==> src/rtl/dec_arbiter.sv <==
// Round-robin sequencer for the shared 14-bit subtract-one datapath.
// Grants one of two requesters, then applies n decrements, one per cycle.
module dec_arbiter #(
  parameter int unsigned WIDTH = 14,
  parameter int unsigned CNT_W = 4
) (
  input  logic             clk,
  input  logic             reset,
  input  logic [1:0]       req,
  input  logic [WIDTH-1:0] a0,
  input  logic [CNT_W-1:0] n0,
  input  logic [WIDTH-1:0] a1,
  input  logic [CNT_W-1:0] n1,
  output logic [1:0]       gnt,
  output logic [1:0]       done,
  output logic [WIDTH-1:0] result,
  output logic             underflow,
  output logic             busy
);

  typedef enum logic [1:0] {S_IDLE, S_RUN, S_DONE} state_e;

  localparam logic [WIDTH-1:0] ACC_ONE = WIDTH'(1);
  localparam logic [CNT_W-1:0] CNT_ONE = CNT_W'(1);

  state_e           state_q, state_d;
  logic [WIDTH-1:0] acc_q, acc_d;
  logic [CNT_W-1:0] cnt_q, cnt_d;
  logic             owner_q, owner_d;
  logic             uf_q, uf_d;
  logic             prio_q, prio_d;
  logic [WIDTH-1:0] result_q, result_d;
  logic             underflow_q, underflow_d;

  logic             win_any;
  logic             win_k;

  // On a tie the favoured requester (prio) wins; otherwise the lone requester.
  always_comb begin
    win_any = |req;
    win_k   = 1'b0;
    if (req == 2'b11) begin
      win_k = prio_q;
    end else if (req == 2'b10) begin
      win_k = 1'b1;
    end
  end

  always_comb begin
    state_d     = state_q;
    acc_d       = acc_q;
    cnt_d       = cnt_q;
    owner_d     = owner_q;
    uf_d        = uf_q;
    prio_d      = prio_q;
    result_d    = result_q;
    underflow_d = underflow_q;
    gnt         = '0;
    done        = '0;
    case (state_q)
      S_IDLE: begin
        if (win_any) begin
          gnt[win_k] = 1'b1;
          acc_d      = win_k ? a1 : a0;
          cnt_d      = win_k ? n1 : n0;
          owner_d    = win_k;
          uf_d       = 1'b0;
          prio_d     = ~win_k;
          if (cnt_d == '0) begin
            state_d     = S_DONE;
            result_d    = acc_d;
            underflow_d = 1'b0;
          end else begin
            state_d = S_RUN;
          end
        end
      end
      S_RUN: begin
        acc_d = acc_q - ACC_ONE;
        uf_d  = uf_q | (acc_q == '0);
        cnt_d = cnt_q - CNT_ONE;
        if (cnt_q == CNT_ONE) begin
          state_d     = S_DONE;
          result_d    = acc_d;
          underflow_d = uf_d;
        end
      end
      S_DONE: begin
        done[owner_q] = 1'b1;
        state_d       = S_IDLE;
      end
      default: state_d = S_IDLE;
    endcase
  end

  always_ff @(posedge clk) begin
    if (reset) begin
      state_q     <= S_IDLE;
      acc_q       <= '0;
      cnt_q       <= '0;
      owner_q     <= 1'b0;
      uf_q        <= 1'b0;
      prio_q      <= 1'b0;
      result_q    <= '0;
      underflow_q <= 1'b0;
    end else begin
      state_q     <= state_d;
      acc_q       <= acc_d;
      cnt_q       <= cnt_d;
      owner_q     <= owner_d;
      uf_q        <= uf_d;
      prio_q      <= prio_d;
      result_q    <= result_d;
      underflow_q <= underflow_d;
    end
  end

  assign result    = result_q;
  assign underflow = underflow_q;
  assign busy      = (state_q != S_IDLE);

endmodule

==> config.mk <==
export PLATFORM = sky130hd
export DESIGN_NAME = dec_arbiter
export DESIGN_NICKNAME = d
export VERILOG_FILES = /design/src/rtl/dec_arbiter.sv
export SDC_FILE = /design/constraint.sdc
export NUM_CORES = 1
export LEC_CHECK = 0
export ABC_AREA = 1
export CAP_MARGIN = 20
export CORE_MARGIN = 2
export CORE_UTILIZATION = 53
export CTS_CLUSTER_DIAMETER = 150
export DETAILED_ROUTE_END_ITERATION = 10
export PLACE_DENSITY = 0.83
export SLEW_MARGIN = 20
export SYNTH_ARGS = -nofsm -noshare
export SYNTH_HDL_FRONTEND = slang
export SYNTH_SLANG_ARGS = --single-unit
==> constraint.sdc <==
create_clock -name clk -period 4.79 [get_ports clk]
set_clock_uncertainty 0.15 [all_clocks]
set_input_delay 1.437 -clock clk [delete_from_list [all_inputs] [get_ports clk]]
set_output_delay 1.437 -clock clk [all_outputs]
set_load 0.01 [all_outputs]
==> results of run 1 <==
[kinds of logic after synthesis]
family / Yosys count / share of synthesized area [%]
compound gates: 68 / 16.7
buf+inv: 72 / 13.2
xor+xnor: 3 / 1.13
fa+ha+maj: 3 / 1.62
simple gates: 188 / 34.5
flops: 38 / 32.8
[power breakdown]
| part | switching, mW | internal (mW) |
|---|---|---|
| Clock | 0.115 | 0.222 |
| Combinational | 0.376 | 0.257 |
| Sequential | 0.0592 | 0.396 |
[routing by layer]
layer / GRT usage, % / wire [microns]
met5: 0 / 0
met4: 9.62 / 128
met3: 4.91 / 386
met2: 44.7 / 2860
met1: 31.8 / 2630
[cell usage in the layout, fill, tap and decap left out, drive strengths merged, types with 2 or more instances in the layout]
master / Yosys / final
clkdlybuf4s50: 0 / 59
buf: 11 / 2
nor3: 3 / 3
a21oi: 28 / 28
xor2: 2 / 2
bufinv: 0 / 2
clkbuf: 5 / 6
nand4: 2 / 2
nand3: 31 / 31
inv: 56 / 56
or2: 2 / 2
nor2: 60 / 60
nand2: 88 / 88
ha: 3 / 3
dfxtp: 38 / 38
o21ai: 28 / 28
o211ai: 6 / 6
a31oi: 2 / 2
[area by class of cell]
| type | count | share of cell area, % |
|---|---|---|
| Clock buffer | 6 | 2.72 |
| Clock inverter | 2 | 1.98 |
| Inverter | 56 | 6.92 |
| Multi-Input combinational cell | 262 | 41.2 |
| Sequential cell | 38 | 25.1 |
| Tap cell | 52 | 2.14 |
| Timing Repair Buffer | 61 | 19.9 |
[flip-flops by register name, indices dropped and copies added (netlist names)]
name and count:
underflow 1, result 14, owner_q 1, prio_q 1, cnt_q 4, state_q 2
acc_q 14, uf_q 1
[how the worst max path moves through the flow]
stage | to | slack [ns] | cells after the start
floorplan | gnt[1] | 1.12 | 5
global placement | gnt[0] | 0.30 | 6
detailed placement | gnt[0] | 0.26 | 6
CTS | gnt[0] | 0.25 | 6
global route | gnt[0] | 0.14 | 6
finish | gnt[0] | 0.25 | 6
[critical path, stage by stage]
cell and delay [ns]:
clkdlybuf4s50_1 0.60, nor2_2 0.11, nor2_1 0.14, nand2_1 0.08, inv_1 0.06, clkdlybuf4s50_1 0.53
[per-stage QoR]
step	hold WS, ns	util (%)
2_1_floorplan	0.290	-
3_3_place_gp	0.298	67.4
3_5_place_dp	0.309	67.4
4_1_cts	0.320	70.7
5_1_grt	0.353	70.7
6_report	0.315	70.7
==> run_results.csv, run 1 <==
group,metric,value,unit
run_status,status,"finished clean",
synthesis,syn-cell-area,2320,sq um
sta,clock.fmax,220,MHz
finish,drive_gt1_share,5.65,%
sta,relSlewSlack,58.3,%
setup_path,crit_type,"in -> out",
synthesis,yosys.cell_types.count,34,
detailed_routing,viasPerCell,5.16,
detailed_routing,postRouteAntennaNets,0,
setup_path,r2r_end,"result[3]",
global_routing,grt_pass1_wl,10200,microns
detailed_routing,firstDrtPassIters,4,
finish,nets,467,
min_path,holdCritPathClass,"reg -> reg",
place,dp_hpwl,4360,microns
synthesis,synth_flop_cell,"dfxtp_1",
die,die_h,70.2,microns
sta,finalCritPeriodShare,94.7,%
synthesis,syn_area_per_cell,6.24,sq um
synthesis,synth_edf_count,0,
clock_network,clockRootBuffer,"clkbuf_8",
finish,fillers,368,
finish,final_cell_count_no_fill,477,
detailed_routing,vias,2459,
die,rows,24,
finish,regArea,761,sq um
synthesis,synth-seq-area-share,32.8,%
finish,multi_input_area,1250,sq um
synthesis,async_reset_ff_share,0,%
synthesis,synth_area_leaders,"dfxtp_1 33%, nand2_1 14%, nor2_1 9.2%, inv_1 8.4%, nand3_1 6.7%",
synthesis,synth_warnings,0,
global_routing,grt_overflow_total,0,
finish,antenna_cells,0,
pwr,power_density,469,nW/um^2
die,initial_core_util,54.0,%
clock_network,worstSkewPairLatency,0.29,ns
finish,finalInstanceArea,3040,sq um
clock_network,numCtsBuffers,5,
clock_network,clk_pin_slew_worst_paths,0.07,ns
sta,fin_crit,4.54,ns
clock_network,clock_tree.buffer_depth,2,
setup_path,cp_max_fo,6,
min_path,whs_endpoint,"prio_q",
global_routing,grt_usage,25.8,%
pwr,power.total,1.42,mW
sta,final-setup-viol-count,0,
die,die_w,70.2,microns
sta,fin_ws,0.252,ns
min_path,min_path_cells,2,
global_routing,grt_pass1_vias,2368,
pwr,cellLeakagePower,1.44,nW
clock_network,htreeDepth,2,
place,dp.cells,469,
clock_network,hold_buffers,0,
setup_path,r2r_setup_slack,2.58,ns
detailed_routing,drc,0,
setup_path,worstSetupEndpointType,"output port",
place,pre_cts_ws,0.256,ns
sta,rsz0062_at_grt,"no",
clock_network,clock-sinks,38,
pwr,vdd_drop_max,0.000289,V
sta,slew_viol_final,0,
flow_run,maxCapViolations,0,
place,numPortBuffers,59,
setup_path,r2r-start,"state_q[0]",
min_path,hp-start,"prio_q",
detailed_routing,post_drt_wl_per_cell,12.6,microns
synthesis,synthTopCellsByCount,"84 x nand2_1, 57 x nor2_1, 52 x inv_1, 38 x dfxtp_1, 31 x nand3_1",
setup_path,worstPathRequired,3.20,ns
sta,tightestPinTransition,0.625,ns
setup_path,crit_path_start,"req[1]",
global_routing,grt_max_degree,26,
detailed_routing,drtIter0Drc,283,
setup_path,worstSetupStartpointType,"input pin",
synthesis,syn_nets,415,
synthesis,yosysTopAreaCell,"dfxtp_1",
clock_network,tritoncts,"built",
setup_path,cp.arrival,2.95,ns
die,dieArea,4920,sq um
clock_network,cts_setup_buffers,0,
die,io_pins,60,
clock_network,cts.repair.resized,0,
place,gp_congestion,0.829,
finish,syn_to_final_growth,30.9,%
synthesis,synthCells,372,
sta,final-hold-violation-count,0,
sta,setup-tns-final,0,ns
detailed_routing,postRouteWirelength,6010,microns
place,placed_cell_area,2890,sq um
synthesis,synth_most_common_cell,"nand2_1",
synthesis,netlist.area_leader.share,32.8,%
die,core_area,4290,sq um
global_routing,antenna_found_initial,0,
setup_path,r2r_cells,9,
synthesis,ys_ff_latch,38,
Power figures use the tool's default switching activity.
==> inputs of run 2 (changes only) <==
--- a/config.mk
+++ b/config.mk
@@ -6,7 +6,7 @@
 export NUM_CORES = 1
 export LEC_CHECK = 0
 export ABC_AREA = 1
-export CAP_MARGIN = 20
+export CAP_MARGIN = 40
 export CORE_MARGIN = 2
 export CORE_UTILIZATION = 53
 export CTS_CLUSTER_DIAMETER = 150
==> results of run 2 <==
No change in the layout: final DEF, timing and power equal those of run 1.
==> inputs of run 3 (changes only) <==
--- a/config.mk
+++ b/config.mk
@@ -11,7 +11,9 @@
 export CORE_UTILIZATION = 53
 export CTS_CLUSTER_DIAMETER = 150
 export DETAILED_ROUTE_END_ITERATION = 10
+export MAX_ROUTING_LAYER = met4
 export PLACE_DENSITY = 0.83
+export SETUP_SLACK_MARGIN = 0.2
 export SLEW_MARGIN = 20
 export SYNTH_ARGS = -nofsm -noshare
 export SYNTH_HDL_FRONTEND = slang
==> run 3 against run 2 <==
Register-to-register slack hardly changed. Design area hardly changed. Via count is 0.45% higher. Wire length is 0.98% higher. Worst hold slack hardly changed. Sequential power hardly changed. Setup slack better by 0.13 ns. Core utilization is 0.058 points higher. Power is 0.33% higher. Largest cell class unchanged.
==> run_results.csv, run 3 (synthesis results as in run 1) <==
group,metric,value,unit
flow_run,maxCapViolations,0,
die,io_pins,60,
finish,layout_common_cells,"84 x nand2_1, 58 x clkdlybuf4s50_1, 57 x nor2_1",
setup_path,crit_type,"in -> out",
die,die_h,70.2,microns
clock_network,htreeDepth,2,
pwr,vdd_drop_max,0.000288,V
finish,final_cell_count_no_fill,477,
sta,final-setup-viol-count,0,
detailed_routing,drtIter0Drc,288,
finish,nets,467,
setup_path,worstSetupStartpointType,"input pin",
clock_network,clockRootBuffer,"clkbuf_8",
global_routing,grt_usage,26.6,%
detailed_routing,drc,0,
clock_network,clk_pin_slew_worst_paths,0.07,ns
run_status,status,"finished clean",
pwr,power_density,470,nW/um^2
setup_path,worstPathRequired,3.20,ns
sta,fin_crit,4.41,ns
detailed_routing,postRouteWirelength,6070,microns
pwr,swShare,38.8,%
pwr,p_comb_share,44.4,%
finish,syn_to_final_growth,31.0,%
sta,setup-tns-final,0,ns
place,numPortBuffers,59,
sta,slew_viol_final,0,
place,gp_congestion,0.842,
die,rows,24,
clock_network,worstSkewPairLatency,0.29,ns
place,dp_hpwl,4360,microns
detailed_routing,firstDrtPassIters,4,
clock_network,clock-sinks,38,
sta,clock.fmax,227,MHz
global_routing,grt_pass1_wl,10200,microns
sta,finalCritPeriodShare,92.1,%
detailed_routing,postRouteAntennaNets,0,
die,die_w,70.2,microns
min_path,holdCritPathClass,"reg -> reg",
finish,antenna_cells,0,
pwr,p_clk_share,23.8,%
detailed_routing,post_drt_wl_per_cell,12.7,microns
setup_path,cp_max_fo,3,
global_routing,grt_pass1_vias,2365,
sta,relSlewSlack,58.6,%
sta,final-hold-violation-count,0,
sta,rsz0062_at_grt,"no",
sta,tightestPinTransition,0.620,ns
global_routing,antenna_found_initial,0,
detailed_routing,viasPerCell,5.18,
setup_path,cp.arrival,2.82,ns
die,dieArea,4920,sq um
finish,drive_gt1_share,5.65,%
clock_network,numCtsBuffers,5,
finish,mostFrequentLayoutCell,"nand2_1",
pwr,p_int,0.875,mW
setup_path,worstSetupEndpointType,"output port",
pwr,cellLeakagePower,1.45,nW
clock_network,clock_tree.buffer_depth,2,
global_routing,grt_overflow_total,0,
die,core_area,4290,sq um
place,dp.cells,469,
detailed_routing,vias,2470,
die,initial_core_util,54.0,%
pwr,switching_power,0.555,mW
finish,fillers,368,
global_routing,grt_max_degree,26,
clock_network,tritoncts,"built",
clock_network,hold_buffers,0,
pwr,p_seq_share,31.8,%
## run 3: critical path, stage by stage
cell             delay [ns]
clkdlybuf4s50_1        0.50
nor2_2                 0.07
nor2_1                 0.14
nand2_1                0.08
inv_1                  0.06
clkdlybuf4s50_1        0.53
## run 3: area by class of cell
cell class	count	area [sq um]	area share [%]
multi-input cells	262	1250	41.2
flip-flops and latches	38	761	25.0
repair buffers	61	608	20.0
inverters	56	210	6.92
clock buffers	6	82.6	2.72
well taps	52	65.1	2.14
clock inverters	2	60.1	1.98
## run 3: final timing paths
check / slack (ns) / from / depth (start not counted) / endpoint
max: 0.38 / req[0] / 6 / gnt[0]
min: 0.31 / prio_q / 2 / prio_q
max reg2reg: 2.57 / state_q[0] / 9 / result[3]
min reg2reg: 0.31 / prio_q / 2 / prio_q
## run 3: what timing repair did
action | in CTS | in global routing
setup buffers | 0 | 0
gates resized for setup | 0 | 1
endpoints found under the setup margin | 0 | 1
## run 3: stage by stage
stage	total power [mW]	util, %	hold WS (ns)	instance area [sq um]	setup WS, ns
2_1_floorplan	0.885	-	0.290	2320	1.12
3_3_place_gp	1.06	67.4	0.298	2890	0.300
3_5_place_dp	1.08	67.4	0.309	2890	0.256
4_1_cts	1.43	70.7	0.320	3040	0.251
5_1_grt	1.53	70.8	0.353	3040	0.276
6_report	1.43	70.8	0.315	3040	0.380
## run 3: per-layer routing
layer	global-route usage [%]	vias up	share of wire (%)
met1	31.9	1106	45
met5	-	-	0
met4	9.62	0	2.1
met3	4.91	11	6.4
met2	44.6	78	47
li1	-	1275	-
## run 3: power groups by stage
stage / clock [mW] / combinational (mW) / sequential (mW)
floorplan: 0 / 0.419 / 0.465
global placement: 0 / 0.607 / 0.457
detailed placement: 0 / 0.623 / 0.459
CTS: 0.342 / 0.631 / 0.454
global route: 0.354 / 0.712 / 0.464
finish: 0.340 / 0.634 / 0.454
